**src/rtl/led_chase_scorer.sv**
```systemverilog
// LED-chase reaction game: one lit LED steps across the bar in wrap or ping-pong
// mode, and each key press scores against the bonus/hit masks with a saturating total.
module led_chase_scorer #(
    parameter int N_LED       = 18,
    parameter int SCORE_W     = 10,
    parameter int SCORE_MAX   = 1000,
    parameter int BONUS_PTS   = 10,
    parameter int HIT_PTS     = 7,
    parameter int MISS_PTS    = 5,
    parameter int DIV0        = 2500000,
    parameter int DIV1        = 5000000,
    parameter int DIV2        = 10000000,
    parameter int DIV3        = 50000000,
    parameter int ROUND_STEPS = 0
) (
    input  logic               clk,
    input  logic               reset,
    input  logic               key_n,
    input  logic               start,
    input  logic [1:0]         speed_sel,
    input  logic               mode,
    input  logic [N_LED-1:0]   bonus_mask,
    input  logic [N_LED-1:0]   hit_mask,
    output logic [N_LED-1:0]   led,
    output logic [SCORE_W-1:0] score,
    output logic [15:0]        score_bcd,
    output logic [1:0]         game_state,
    output logic               hit_pulse,
    output logic               miss_pulse
);
    localparam int DIV_A   = (DIV0 > DIV1) ? DIV0 : DIV1;
    localparam int DIV_B   = (DIV2 > DIV3) ? DIV2 : DIV3;
    localparam int DIV_MAX = (DIV_A > DIV_B) ? DIV_A : DIV_B;
    localparam int TMR_W   = (DIV_MAX > 2) ? $clog2(DIV_MAX) : 1;
    localparam int STEP_W  = (ROUND_STEPS > 2) ? $clog2(ROUND_STEPS) : 1;
    localparam int SW1     = SCORE_W + 1;

    typedef enum logic [1:0] {
        S_IDLE = 2'b00,
        S_RUN  = 2'b01,
        S_OVER = 2'b10
    } state_t;

    state_t              state_q, state_d;
    logic                key_q;
    logic [1:0]          speed_q;
    logic                dir_up;
    logic [TMR_W-1:0]    timer;
    logic [STEP_W-1:0]   step_cnt;
    logic [TMR_W-1:0]    div_last;
    logic                press, speed_chg, step, last_step;
    logic                on_bonus, on_hit;
    logic [N_LED-1:0]    led_next;
    logic                dir_next;
    logic [SW1-1:0]      sum_bonus, sum_hit;
    logic [SCORE_W-1:0]  score_next;
    logic [13:0]         score_v;

    always_comb begin
        div_last = TMR_W'(DIV0 - 1);
        case (speed_sel)
            2'd1:    div_last = TMR_W'(DIV1 - 1);
            2'd2:    div_last = TMR_W'(DIV2 - 1);
            2'd3:    div_last = TMR_W'(DIV3 - 1);
            default: div_last = TMR_W'(DIV0 - 1);
        endcase
    end

    assign press     = key_q & ~key_n;
    assign speed_chg = (speed_sel != speed_q);
    assign step      = (state_q == S_RUN) && !start && !speed_chg && (timer == div_last);
    assign last_step = (ROUND_STEPS != 0) && (int'(step_cnt) == ROUND_STEPS - 1);

    always_ff @(posedge clk) begin
        if (!reset) state_q <= S_IDLE;
        else        state_q <= state_d;
    end

    always_comb begin
        state_d = state_q;
        case (state_q)
            S_IDLE, S_OVER: if (start) state_d = S_RUN;
            S_RUN: begin
                if (start)                  state_d = S_RUN;
                else if (step && last_step) state_d = S_OVER;
            end
            default: state_d = S_IDLE;
        endcase
    end

    assign game_state = state_q;

    // Ping-pong reverses on the end LED itself so each end is lit for only one step.
    always_comb begin
        led_next = led;
        dir_next = dir_up;
        if (mode) begin
            if (dir_up && led[N_LED-1]) begin
                dir_next = 1'b0;
                led_next = led >> 1;
            end else if (!dir_up && led[0]) begin
                dir_next = 1'b1;
                led_next = led << 1;
            end else if (dir_up) begin
                led_next = led << 1;
            end else begin
                led_next = led >> 1;
            end
        end else if (dir_up) begin
            led_next = {led[N_LED-2:0], led[N_LED-1]};
        end else begin
            led_next = {led[0], led[N_LED-1:1]};
        end
    end

    assign on_bonus = |(led & bonus_mask);
    assign on_hit   = |(led & hit_mask);

    always_comb begin
        sum_bonus = {1'b0, score} + SW1'(BONUS_PTS);
        sum_hit   = {1'b0, score} + SW1'(HIT_PTS);
        if (on_bonus)
            score_next = (sum_bonus > SW1'(SCORE_MAX)) ? SCORE_W'(SCORE_MAX) : sum_bonus[SCORE_W-1:0];
        else if (on_hit)
            score_next = (sum_hit > SW1'(SCORE_MAX)) ? SCORE_W'(SCORE_MAX) : sum_hit[SCORE_W-1:0];
        else
            score_next = (score < SCORE_W'(MISS_PTS)) ? '0 : score - SCORE_W'(MISS_PTS);
    end

    assign score_v = 14'(score);

    always_ff @(posedge clk) begin
        if (!reset) begin
            key_q      <= 1'b1;
            speed_q    <= 2'd0;
            led        <= N_LED'(1);
            dir_up     <= 1'b1;
            timer      <= '0;
            step_cnt   <= '0;
            score      <= '0;
            score_bcd  <= '0;
            hit_pulse  <= 1'b0;
            miss_pulse <= 1'b0;
        end else begin
            key_q      <= key_n;
            speed_q    <= speed_sel;
            hit_pulse  <= 1'b0;
            miss_pulse <= 1'b0;
            score_bcd  <= {4'(score_v / 14'd1000),
                           4'((score_v / 14'd100) % 14'd10),
                           4'((score_v / 14'd10) % 14'd10),
                           4'(score_v % 14'd10)};
            if (start) begin
                score    <= '0;
                led      <= N_LED'(1);
                dir_up   <= 1'b1;
                timer    <= '0;
                step_cnt <= '0;
            end else if (state_q == S_RUN) begin
                // Scoring sees the pre-step LED; a coincident step still happens.
                if (press) begin
                    score      <= score_next;
                    hit_pulse  <= on_bonus | on_hit;
                    miss_pulse <= ~(on_bonus | on_hit);
                end
                if (speed_chg) begin
                    timer <= '0;
                end else if (step) begin
                    timer    <= '0;
                    led      <= led_next;
                    dir_up   <= dir_next;
                    step_cnt <= step_cnt + STEP_W'(1);
                end else begin
                    timer <= timer + TMR_W'(1);
                end
            end
        end
    end

endmodule

```
**config.mk**
```make
export PLATFORM = sky130hd
export DESIGN_NAME = led_chase_scorer
export DESIGN_NICKNAME = d
export VERILOG_FILES = /design/src/rtl/led_chase_scorer.sv
export SDC_FILE = /design/constraint.sdc
export NUM_CORES = 1
export LEC_CHECK = 0
export ABC_AREA = 1
export CAP_MARGIN = 20
export CORE_MARGIN = 4
export CORE_UTILIZATION = 55
export DETAILED_ROUTE_END_ITERATION = 6
export PLACE_DENSITY = 0.92
export SLEW_MARGIN = 20
export SYNTH_ARGS = -nofsm -noshare
export SYNTH_HDL_FRONTEND = slang
export SYNTH_SLANG_ARGS = --single-unit
```
**constraint.sdc**
```tcl
create_clock -name clk -period 5.21 [get_ports clk]
set_input_delay 1.042 -clock clk [delete_from_list [all_inputs] [get_ports clk]]
set_output_delay 1.042 -clock clk [all_outputs]
set_load 0.1 [all_outputs]
```
==> results of run 1 <==
## cell type report
class,instances,area [um^2],share of cell area (%)
Inverter,117,453,5.79
Tap cell,140,175,2.24
Sequential cell,74,1500,19.1
Timing Repair Buffer,128,1190,15.2
Clock inverter,5,37.5,0.480
Multi-Input combinational cell,732,4340,55.4
Clock buffer,11,141,1.81
## logic make-up (layout without fill, tap and decap cells)
group,Yosys count,count (layout)
buf+inv,153,261
flops,74,74
xor+xnor,39,39
other cells,1,4
fa+ha+maj,20,20
compound gates,176,176
simple gates,481,481
mux,12,12
## critical path, delay by kind of cell (launching register included)
kind,cells,cell delay (ns)
DFF,1,0.45
buffers and inverters,4,0.30
adders and majority gates,1,0.19
and+or+nand+nor,42,4.01
AOI/OAI and AO/OA,1,0.30
## layer usage
| metal | vias up | part of all wire, % |
|---|---|---|
| li1 | 3396 | - |
| met1 | 3208 | 41 |
| met2 | 367 | 49 |
| met3 | 77 | 6.7 |
| met4 | 0 | 4.1 |
| met5 | - | 0 |
## power groups by stage
stage / logic [W] / clock network (W) / registers [W]
detailed placement: 0.000203 / 0 / 0.000588
finish: 0.000230 / 0.000422 / 0.000574
global route: 0.000246 / 0.000450 / 0.000575
CTS: 0.000205 / 0.000427 / 0.000574
global placement: 0.000199 / 0 / 0.000588
floorplan: 0.000110 / 0 / 0.000618
## stage by stage
| step | total power [W] | utilization [%] | area, um^2 | hold slack (ns) |
|---|---|---|---|---|
| after floorplan | 0.000728 | - | 6130 | 0.445 |
| after global routing | 0.00127 | 72.2 | 7830 | 0.495 |
| after global placement | 0.000787 | 65.2 | 7070 | 0.453 |
| after CTS | 0.00121 | 67.0 | 7270 | 0.474 |
| after detailed placement | 0.000791 | 65.2 | 7070 | 0.462 |
| final | 0.00123 | 72.2 | 7830 | 0.478 |
## state kept, by name (all words and copies together), names as in the netlist
register	count
score	10
miss_pulse	1
speed_q	2
game_state	1
key_q	1
led	18
hit_pulse	1
score_bcd	13
dir_up	1
timer	26
## path summary, 6_finish.rpt
check        startpoint            to  depth (start not counted)
max            score[8]  score_bcd[6]                         48
min reg2reg    timer[4]      timer[4]                          2
max reg2reg    score[8]  score_bcd[6]                         48
min            timer[4]      timer[4]                          2
## timing repair
| item | in CTS | in global routing |
|---|---|---|
| setup endpoints to repair | 2 | 3 |
| resized for setup | 5 | 77 |
| setup buffers | 0 | 32 |
| gates cloned | 0 | 0 |
| pin swaps | 0 | 41 |
## cell usage in the layout (no fill, tap or decap), types with 16 or more instances in the layout
cell               n
nor2_1            94
a21oi_1           72
nand2_1          189
inv_1             97
nand2_4           18
buf_4             39
ha_1              18
nand3_1           61
nand2_2           28
clkdlybuf4s50_1   86
nand4_1           31
xor2_1            30
dfxtp_1           69
a211oi_1          16
o21ai_0           47
==> summary.txt, run 1 <==
Run status
  – Status: finished with violations
  – Failing checks: negative setup slack

Setup path
  – WP data required: ~5.5 ns
  – Max incr delay on CP: between 0.4 and 0.5 ns
  – Crit Path Category: flip-flop to flip-flop
  – Slowest stage cell, crit path: dfxtp_4
  – Critical Path Fanout Max: 7
  – Reg2Reg Setup Slack: -0.08 ns
  – Startpoint types: flip-flop
  – Arrival @ worst endpoint: approximately 5.6 ns
  – Crit end category: flip-flop

Synthesis
  – Yosys cell types: 56
  – Yosys reg bits: 74
  – Post-synth top cells: 213 x nand2_1, 102 x inv_1, 96 x nor2_1
  – Yosys top cell by area: dfxtp_1
  – Yosys top cell area share: between 20% and 30%
  – Ys async rst share: 0%
  – Complex-gate fraction of the synthesized area: roughly 17%
  – Ys Warns: 0
  – Synthesized instance count: between 900 and 1000
  – Dominant synthesized flop cell: dfxtp_1
  – Count leader, synth: nand2_1
  – Register area share after synthesis: 24.2%
  – Adder and majority gate portion of the synthesized area: between 4 and 5%
  – Main combinational cell family by area after synthesis: simple AND/OR/NAND/NOR gates
  – Post-synth EDFFs: 0
  – Post-Syn Area per Cell: between 6 and 7 um^2
  – Post-synthesis simple-gate area fraction: approximately 37%
  – XOR/XNOR Fraction of Synth Area: around 5.6%
  – Mux contribution to synthesized area: approximately 2%
  – Mapped Area: 6110 um^2
  – Ranking of synthesized cells by area: dfxtp_1 24%, nand2_1 13%, inv_1 6.3%

Global route
  – Initial antenna violation count: 0
  – Global Route met3 Usage: 5.25%
  – Tot GR Track Use: 25.7%
  – Vias in the first global route: 5931
  – Largest net degree at the start of global routing: 51
  – First-pass GRT wire length: around 28000 um
  – Met1 Use GR: 33.4%
  – Global route overflow: 0
  – Gr busiest metal: met2
  – M2 GR Usage: between 40% and 50%

STA
  – F_max: around 190 MHz
  – Final Cycle Share: 102%
  – Final hold violations: 0
  – Setup TNS Final: -0.116 ns
  – Tightest Pin Transition: between 1 and 1.5 ns
  – Final setup fails: 3
  – Fin. max-slew vios: 0
  – Min cycle time layout: about 5.3 ns
  – Final setup margin: -0.0821 ns
  – RSZ-0062 raised after global routing: yes
  – Skew final: 0.0115 ns
  – Slew margin rel.: between 30% and 40%

Drt
  – Drt drc: 0
  – Via count: between 7000 and 8000
  – Drt first pass iters: 6
  – DR vias/cell: approximately 5.8
  – Routed Antenna Nets: 0
  – Routed wire length: slightly below 20000 um
  – Initial drt markers: around 860
  – Post-DR wirelength/cell: 16.1 um

Placed design
  – Port buffer count: 86
  – Place WS: -0.0346 ns
  – Post-Place Cells: around 1200
  – Final Wtd Congestion: roughly 0.97
  – DP Wirelength: about 12000 um

Die
  – Die width: roughly 110 um
  – CORE AREA: 10800 um^2
  – Starting Density: between 50 and 60%
  – DIE AREA: about 13000 um^2
  – # IOs: 91
  – Die height: between 100 and 150 um
  – FP Rows: 38

Clock tree
  – TritonCTS clock tree: built
  – CTS Buf Count: 9
  – H-tree depth: 3
  – Hold-fix buffers, CTS: 0
  – CTS max path bufs: 2
  – Sink Count: between 70 and 80
  – CTS root buffer: clkbuf_8
  – Clock-pin slew on the worst setup and hold paths: about 0.09 ns
  – Clk_lat worst skew: 0.38 ns

Layout
  – Layout cell share with drive strength beyond 1: between 10% and 20%
  – Antenna cells: 0
  – Layout Area Growth over Synthesis: 28.1%
  – Final net count: around 1100
  – Fin cells: between 1000 and 1500
  – Fillers: 823

Worst hold path
  – Worst Hold Class: flip-flop to flip-flop

Power
  – NetSw: around 0.00039 W
  – Sw frac: between 30% and 40%
  – Gate power share: 18.7%
  – Clock share of power: between 30% and 40%
  – Int Power: about 0.00084 W
  – Leak: around 3.4 nW
  – Power Density: 157 nW/um^2
  – Flop pwr share: 46.8%
  – VDD IR max: between 0.0002 and 0.00025 V

Job
  – MaxCap Viol Count: 0
Power figures use the tool's default switching activity.
==> run 2, diff against run 1 <==
SLEW_MARGIN = unset   (was 20)
==> results of run 2 <==
Same layout as run 1: the final DEF is identical, and so are final timing and power.
==> run 3, diff against run 2 <==
TNS_END_PERCENT = 10   (was unset)
==> results of run 3 <==
Same layout as run 1: the final DEF is identical, and so are final timing and power.
